**src/rtl/rr_mux_arbiter.sv**
```systemverilog
// ============================================================================
// rr_mux_arbiter : rotating-priority arbiter steering N requesters through one
//                  N:1 mux into a single-entry valid/ready output register.
// Option macro   : RR_MUX_ARBITER_STATS_EN (per-requester grant counters)
// Revision       : 1.0
// ============================================================================
`default_nettype none

module rr_mux_arbiter #(
   parameter int N = 4,
   parameter int W = 8
) (
   input  logic                         clk,
   input  logic                         rst,
   input  logic [N-1:0]                 req,
   input  logic [N*W-1:0]               in_data,
   output logic [N-1:0]                 ack,
   output logic                         out_valid,
   input  logic                         out_ready,
   output logic [W-1:0]                 out_data,
   output logic [$clog2(N)-1:0]         out_src
`ifdef RR_MUX_ARBITER_STATS_EN
   ,
   output logic [N*16-1:0]              grant_cnt
`endif
);

   localparam int SW = $clog2(N);

   typedef enum logic [0:0] {
      S_EMPTY = 1'b0,
      S_FULL  = 1'b1
   } state_t;

   state_t          r_state;
   logic [SW-1:0]   r_last;
   logic [W-1:0]    r_data;
   logic [SW-1:0]   r_src;

   logic            w_can_load;
   logic            w_found;
   logic [SW-1:0]   w_win;
   logic [W-1:0]    w_win_data;
   logic [N-1:0]    w_ack;

   assign w_can_load = (r_state == S_EMPTY) | (out_ready & (r_state == S_FULL));

   // Scan last+1, last+2, ... (mod N); the first requester found wins.
   always_comb begin
      w_found = 1'b0;
      w_win   = '0;
      for (int k = 1; k <= N; k++) begin
         if (!w_found && req[SW'((int'(r_last) + k) % N)]) begin
            w_found = 1'b1;
            w_win   = SW'((int'(r_last) + k) % N);
         end
      end
   end

   always_comb begin
      w_win_data = '0;
      for (int i = 0; i < N; i++) begin
         if (w_win == SW'(i)) begin
            w_win_data = in_data[i*W +: W];
         end
      end
   end

   // rst gates ack directly so no grant is visible while reset is held.
   always_comb begin
      w_ack = '0;
      if (w_found && w_can_load && !rst) begin
         w_ack[w_win] = 1'b1;
      end
   end

   always_ff @(posedge clk or posedge rst) begin
      if (rst) begin
         r_state <= S_EMPTY;
         r_last  <= SW'(N - 1);
         r_data  <= '0;
         r_src   <= '0;
      end else if (|w_ack) begin
         r_state <= S_FULL;
         r_last  <= w_win;
         r_data  <= w_win_data;
         r_src   <= w_win;
      end else if (out_ready && r_state == S_FULL) begin
         r_state <= S_EMPTY;
      end
   end

   assign ack       = w_ack;
   assign out_valid = (r_state == S_FULL);
   assign out_data  = r_data;
   assign out_src   = r_src;

`ifdef RR_MUX_ARBITER_STATS_EN
   logic [15:0] r_cnt [N];

   for (genvar g = 0; g < N; g++) begin : g_stats
      always_ff @(posedge clk or posedge rst) begin
         if (rst) begin
            r_cnt[g] <= '0;
         end else if (w_ack[g]) begin
            r_cnt[g] <= r_cnt[g] + 16'd1;
         end
      end
      assign grant_cnt[g*16 +: 16] = r_cnt[g];
   end
`endif

endmodule

`default_nettype wire
```
**config.mk**
```make
export PLATFORM = sky130hd
export DESIGN_NAME = rr_mux_arbiter
export DESIGN_NICKNAME = d
export VERILOG_FILES = /design/src/rtl/rr_mux_arbiter.sv
export SDC_FILE = /design/constraint.sdc
export NUM_CORES = 1
export LEC_CHECK = 0
export BUFFER_PORTS_ARGS = -buffer_cell sky130_fd_sc_hd__buf_2
export CORE_MARGIN = 2
export CORE_UTILIZATION = 44
export DETAILED_ROUTE_END_ITERATION = 10
export GPL_TIMING_DRIVEN = 0
export PLACE_DENSITY = 0.79
export SYNTH_ARGS = -nofsm -noshare
export SYNTH_HDL_FRONTEND = slang
export SYNTH_SLANG_ARGS = --single-unit
```
**constraint.sdc**
```tcl
create_clock -name clk -period 2.9 [get_ports clk]
set_clock_uncertainty 0.05 [all_clocks]
set_input_delay 0 -clock clk [delete_from_list [all_inputs] [get_ports clk]]
set_output_delay 0 -clock clk [all_outputs]
set_load 0.03 [all_outputs]
```
== Yosys cells after proc, flatten, opt, wreduce, memory -nomap -nowiden ==
Index checks and enable logic that the tools add are counted.
W data, S select, Z words.

* Bitwise logic cells: 3
* $lt $le $gt $ge: 6
* Equal/unequal tests: 3
* Multiplexer cells: 29
* Reduce and logical (&&, ||, !) cells: 14
* Add/sub/neg operators: 4

{| class="wikitable"
|+ Operators by type and width
! operator !! count
|-
| $mux W8 || 4
|-
| $lt A2 B4 Y1 const B || 4
|-
| $mux W1 || 15
|-
| $bmux W1 S2 || 4
|-
| $mux W2 || 4
|-
| $logic_and A1 B1 Y1 || 7
|-
| $add A2 B1 Y2 const B || 2
|-
| $add A2 B2 Y2 const B || 2
|-
| $eq A2 B2 Y1 const B || 2
|-
| $logic_not A1 Y1 || 4
|-
| $mux W4 || 1
|-
| $reduce_or A4 Y1 || 1
|-
| $lt A2 B3 Y1 const B || 1
|-
| $demux W1 S2 || 1
|-
| $eq A2 B1 Y1 const B || 1
|-
| $ge A2 B1 Y1 const B || 1
|-
| $logic_not A2 Y1 || 1
|-
| $reduce_bool A2 Y1 || 1
|-
| $and A1 B1 Y1 || 1
|-
| $not A1 Y1 || 1
|-
| $or A1 B1 Y1 || 1
|}

* Flip-flop bits (word level): 13
* Word-level logic and storage cells: 63
* Output and inout bits: 15

== Longest topological paths before layout ==
* Depth in word-level cells: 21
* Depth in mapped cells: 7
* Depth with buffers taken out: 5

== Worst setup path before layout ==
OpenSTA, ideal clock, no wires.

* Kind: reg2out
* From: register r_last[1]
* To: output ack[0]
* Slack: 0.670 ns
* Cell stages (with the launch flop): 8
* Data arrival time: 2.180 ns
* Path through: dfstp_2 -> buf_4 -> mux2i_1 -> o2bb2ai_4 -> nor2_4 -> buf_6 -> inv_1 -> nor3_1

* Word-level cells in the longest chain between the ends: 19
* Elaborated cells on any way between the ends: 38

{| class="wikitable"
|+ RTL lines
! element !! RTL line !! source
|-
| start, declared || 36 || <nowiki>logic [SW-1:0] r_last;</nowiki>
|-
| start signal, assigned || 80 || <nowiki>r_last <= SW'(N - 1);</nowiki>
|-
| start signal, assigned || 85 || <nowiki>r_last <= w_win;</nowiki>
|-
| $add A2 B1 Y2 || 53, 55 ||
|-
| $bmux W1 S2 || 53 || <nowiki>if (!w_found && req[SW'((int'(r_last) + k) % N)]) begin</nowiki>
|-
| $mux W1 (implied by the code) (2 in a row) || 53 ||
|-
| $mux W1 || 53 ||
|-
| $logic_not A1 Y1 || 53 ||
|-
| $logic_and A1 B1 Y1 || 53 ||
|-
| $mux W1 || 53 ||
|-
| $logic_not A1 Y1 || 53 ||
|-
| (+2 left out) || -- ||
|-
| $logic_not A1 Y1 || 53 ||
|-
| $logic_and A1 B1 Y1 || 53 ||
|-
| $mux W2 || 53 ||
|-
| $lt A2 B3 Y1 (implied by the code) / $ge A2 B1 Y1 (equally long branches) || 73 || <nowiki>w_ack[w_win] = 1'b1;</nowiki>
|-
| $logic_and A1 B1 Y1 (implied by the code) || 73 ||
|-
| $mux W1 (implied by the code) || 73 ||
|-
| $demux W1 S2 || 73 ||
|-
| $mux W4 (*) || 72 || <nowiki>if (w_found && w_can_load && !rst) begin</nowiki>
|-
| end, declared || 17 || <nowiki>output logic [N-1:0] ack,</nowiki>
|}

Every way passes the cells marked *; elsewhere a longest branch is shown, timed or not. The select of a mux whose other input is x is not followed.

== Final worst setup path ==
* From: register r_last[1]
* To: register r_data[3] (netlist: out_data[3])

* Word-level cells in the longest chain between the ends: 20
* Elaborated cells on any way between the ends: 47

{| class="wikitable"
|+ RTL lines
! element !! RTL line !! source
|-
| $add A2 B1 Y2 || 53, 55 ||
|-
| $bmux W1 S2 || 53 ||
|-
| $mux W1 (implied by the code) (2 in a row) || 53 ||
|-
| $mux W1 || 53 ||
|-
| $logic_not A1 Y1 || 53 ||
|-
| $logic_and A1 B1 Y1 || 53 ||
|-
| $mux W1 || 53 ||
|-
| $logic_not A1 Y1 || 53 ||
|-
| (+3 left out) || -- ||
|-
| $logic_and A1 B1 Y1 || 53 ||
|-
| $mux W2 || 53 ||
|-
| $lt A2 B3 Y1 (implied by the code) / $ge A2 B1 Y1 (equally long branches) || 73 ||
|-
| $logic_and A1 B1 Y1 (implied by the code) || 73 ||
|-
| $mux W1 (implied by the code) || 73 ||
|-
| $demux W1 S2 || 73 ||
|-
| $mux W4 || 72 ||
|-
| $reduce_or A4 Y1 || 83 || <nowiki>end else if (|w_ack) begin</nowiki>
|-
| end signal, assigned || 86 || <nowiki>r_data <= w_win_data;</nowiki>
|-
| end, declared || 37 || <nowiki>logic [W-1:0] r_data;</nowiki>
|}

Several ways; a longest one is shown, not always the timed one. The select of a mux whose other input is x is not followed.
A chain may end at the register's enable or synchronous reset.

==> results.md <==
* Clock sinks at 13
* Core area at 2170 sq um
* Avg Cell Area, Syn at 10.14 sq um
* CTS Buffer Depth at 2
* Routed Antenna Nets at 0
* Kind of critical path: flip-flop to flip-flop
* Area growth, synth to finish at 43.38%
* Status: finished clean
* Mapped Area at 983.4 sq um
* Post-Syn Nets at 136
* Worst Max-Slew Pin Slew at 0.5944 ns
* CP arrival at 2.82 ns
* WL met3 at 161 um
* Total CTS buffers at 3
* Max_slew headroom at 60.33%
* Final Cycle Share at 93.25%
* FF+latch count, synth at 13
* Postcts setup bufs at 0
* Die width at 51.28 um
* DP Wirelength at 1966 um
* Via Count at 1036
* Largest net degree at the start of global routing at 17
* Fin util at 64.99%
* Drt pass-1 iters at 4
* Hold_sp: in_data[22]
* DRT iter0 DRCs at 24
* DR top layer: met4
* Number of synthesized flops with an enable pin at 0
* Max Fclk at 369.8 MHz
* CTS hold repair buffers at 10
* Die height at 51.28 um
* Max VDD drop at 0.3809 mV
* H-tree depth at 1
* Synth unique cells at 36
* Die area at 2629 sq um
* GRT overflow at 0
* DRC errors left at 0
* Critical Path RT at 3.01 ns
* Met1 WL at 1190 um
* Cell count after synthesis at 97
* N_diodes at 0
* Cell row count at 17
* TritonCTS clock tree: done
* Global-route wire length before repair at 4291 um
* GRT Total Usage at 21.52%
* Routed WL at 2664 um
* Crit. End Element: flip-flop
* Reg2reg path depth at 8
* Maximum Capacitance Violations at 0
* Buffers on Ports at 53
* Crit Path Max Fanout at 10
* RSZ-0062 raised after global routing: no
* Hold path depth at 3
* CP Launch Type: flip-flop
* IO Count at 54
* PwrDens at 601.3 nW/um^2
* Worst hold-check path type: input port to flip-flop
* Leak at 0.7036 nW
* RePlAce Congestion at 0.8221
* Layout cells sized above 1 at 48.78%
* # resized after CTS at 0
* Crit path launch: r_last[1]
* Final max-slew violation count at 0
* Wire length on met2 at 1292 um
* Fill count at 203
* Final hold violations at 0
* YS warnings at 0
* Vias per inst at 5.396
* Asr flop ratio synth at 100.0%
* Final #Nets at 204
* Routed WL per cell at 13.88 um
* Skew-Pair Late Insertion Delay at 0.27 ns
* Root Driver: clkbuf_4
* Vias in the first global route at 973
* Finish-stage setup viols at 0
* Most used DFF post-synth: dfrtp_1
* Starting Density at 45.33%
* Initial antenna violation count at 0
* Setup TNS at 0 ns
* Final Critical Period at 2.704 ns
* Sequential share of the synthesized area at 33.33%
* CTS clk-pin slew, worst paths at 0.08 ns
* Launch point of the worst reg-to-reg path: r_last[1]
-- cell type report --
type / count / area (sq um) / area share [%]
inverter: 2 / 7.507 / 0.5324
multi-input combinational: 77 / 598.1 / 42.41
tap: 28 / 35.03 / 2.484
clock buffer: 4 / 26.28 / 1.863
timing repair buffer: 63 / 365.4 / 25.91
buffer: 5 / 50.05 / 3.549
sequential: 13 / 327.8 / 23.25
-- stage by stage --
stage | std cells | setup WS [ns] | area (sq um) | power [mW] | hold slack (ns)
after CTS | 192 | 0.2230 | 1410 | 0.8524 | 0.004386
after global routing | 192 | 0.05177 | 1410 | 0.8957 | 0.03667
final | 192 | 0.1958 | 1410 | 0.8478 | 0.01066
after global placement | 178 | 0.6927 | 1284 | 0.7054 | 0.03422
after floorplan | 97 | 0.6703 | 983.4 | 0.5955 | -0.1496
after detailed placement | 178 | 0.6261 | 1284 | 0.7183 | 0.05444
-- cell families after synthesis --
group	synth area share, %
buf+inv	5.852
mux	10.18
compound gates	32.06
flops	33.33
simple gates	18.58
-- flip-flops by register name (all words and copies together), names as in the netlist --
register	cells
out_data	8
r_last	2
out_src	2
out_valid	1
-- synth_stat cells, types with 2 or more instances --
cell type	instances	area share, %
dfrtp_1	11	28
nand2_1	9	3.4
nand3_1	8	4.1
mux2i_1	7	7.1
nor2_1	7	2.7
o21ai_0	7	3.6
a211o_1	5	4.5
a21oi_1	4	2.0
o211ai_2	4	5.1
a211oi_2	2	2.5
a221o_1	2	2.0
buf_6	2	2.3
dfstp_2	2	5.3
inv_1	2	0.76
mux2_4	2	3.1
nand2b_1	2	1.3
nor3_1	2	1.0
-- critical path: stages (launching register included) --
cell and delay [ns]:
dfstp_2 0.52, buf_4 0.16, mux2i_1 0.38, o2bb2ai_4 0.17
nor2_4 0.22, buf_6 0.20, mux2i_1 0.21, dlygate4sd3_1 0.60
o211ai_2 0.08
-- cell usage in the layout (no fill, tap or decap), types with 2 or more instances in the layout --
cell | netlist | final
a211o_1 | 5 | 5
a211oi_2 | 2 | 2
a21oi_1 | 4 | 4
a221o_1 | 2 | 2
buf_2 | 1 | 54
buf_6 | 2 | 2
clkbuf_4 | 0 | 3
dfrtp_1 | 11 | 11
dfstp_2 | 2 | 2
dlygate4sd3_1 | 0 | 10
inv_1 | 2 | 2
mux2_4 | 2 | 2
mux2i_1 | 7 | 7
nand2_1 | 9 | 9
nand2b_1 | 2 | 2
nand3_1 | 8 | 8
nor2_1 | 7 | 7
nor3_1 | 2 | 2
o211ai_2 | 4 | 4
o21ai_0 | 7 | 7
-- report_power, final --
| part | switching (mW) | total [mW] | internal (mW) |
|---|---|---|---|
| combinational | 0.277 | 0.466 | 0.189 |
| sequential | 0.0311 | 0.268 | 0.237 |
| clock | 0.0606 | 0.114 | 0.0532 |
-- final timing paths --
kind                                to  slack, ns
min in group asynchronous   out_src[1]       0.30
min reg2reg                out_data[5]       0.44
max in group asynchronous    out_valid       2.11
min                        out_data[6]       0.01
max reg2reg                out_data[3]       0.20
max                        out_data[3]       0.20
-- metal layers --
metal	GRT usage, %	vias to the layer above
li1	-	497
met1	27.37	498
met2	37.45	39
met3	2.924	2
met4	7.018	0
met5	0	-
Note: power is estimated with default switching activity, not from simulation.
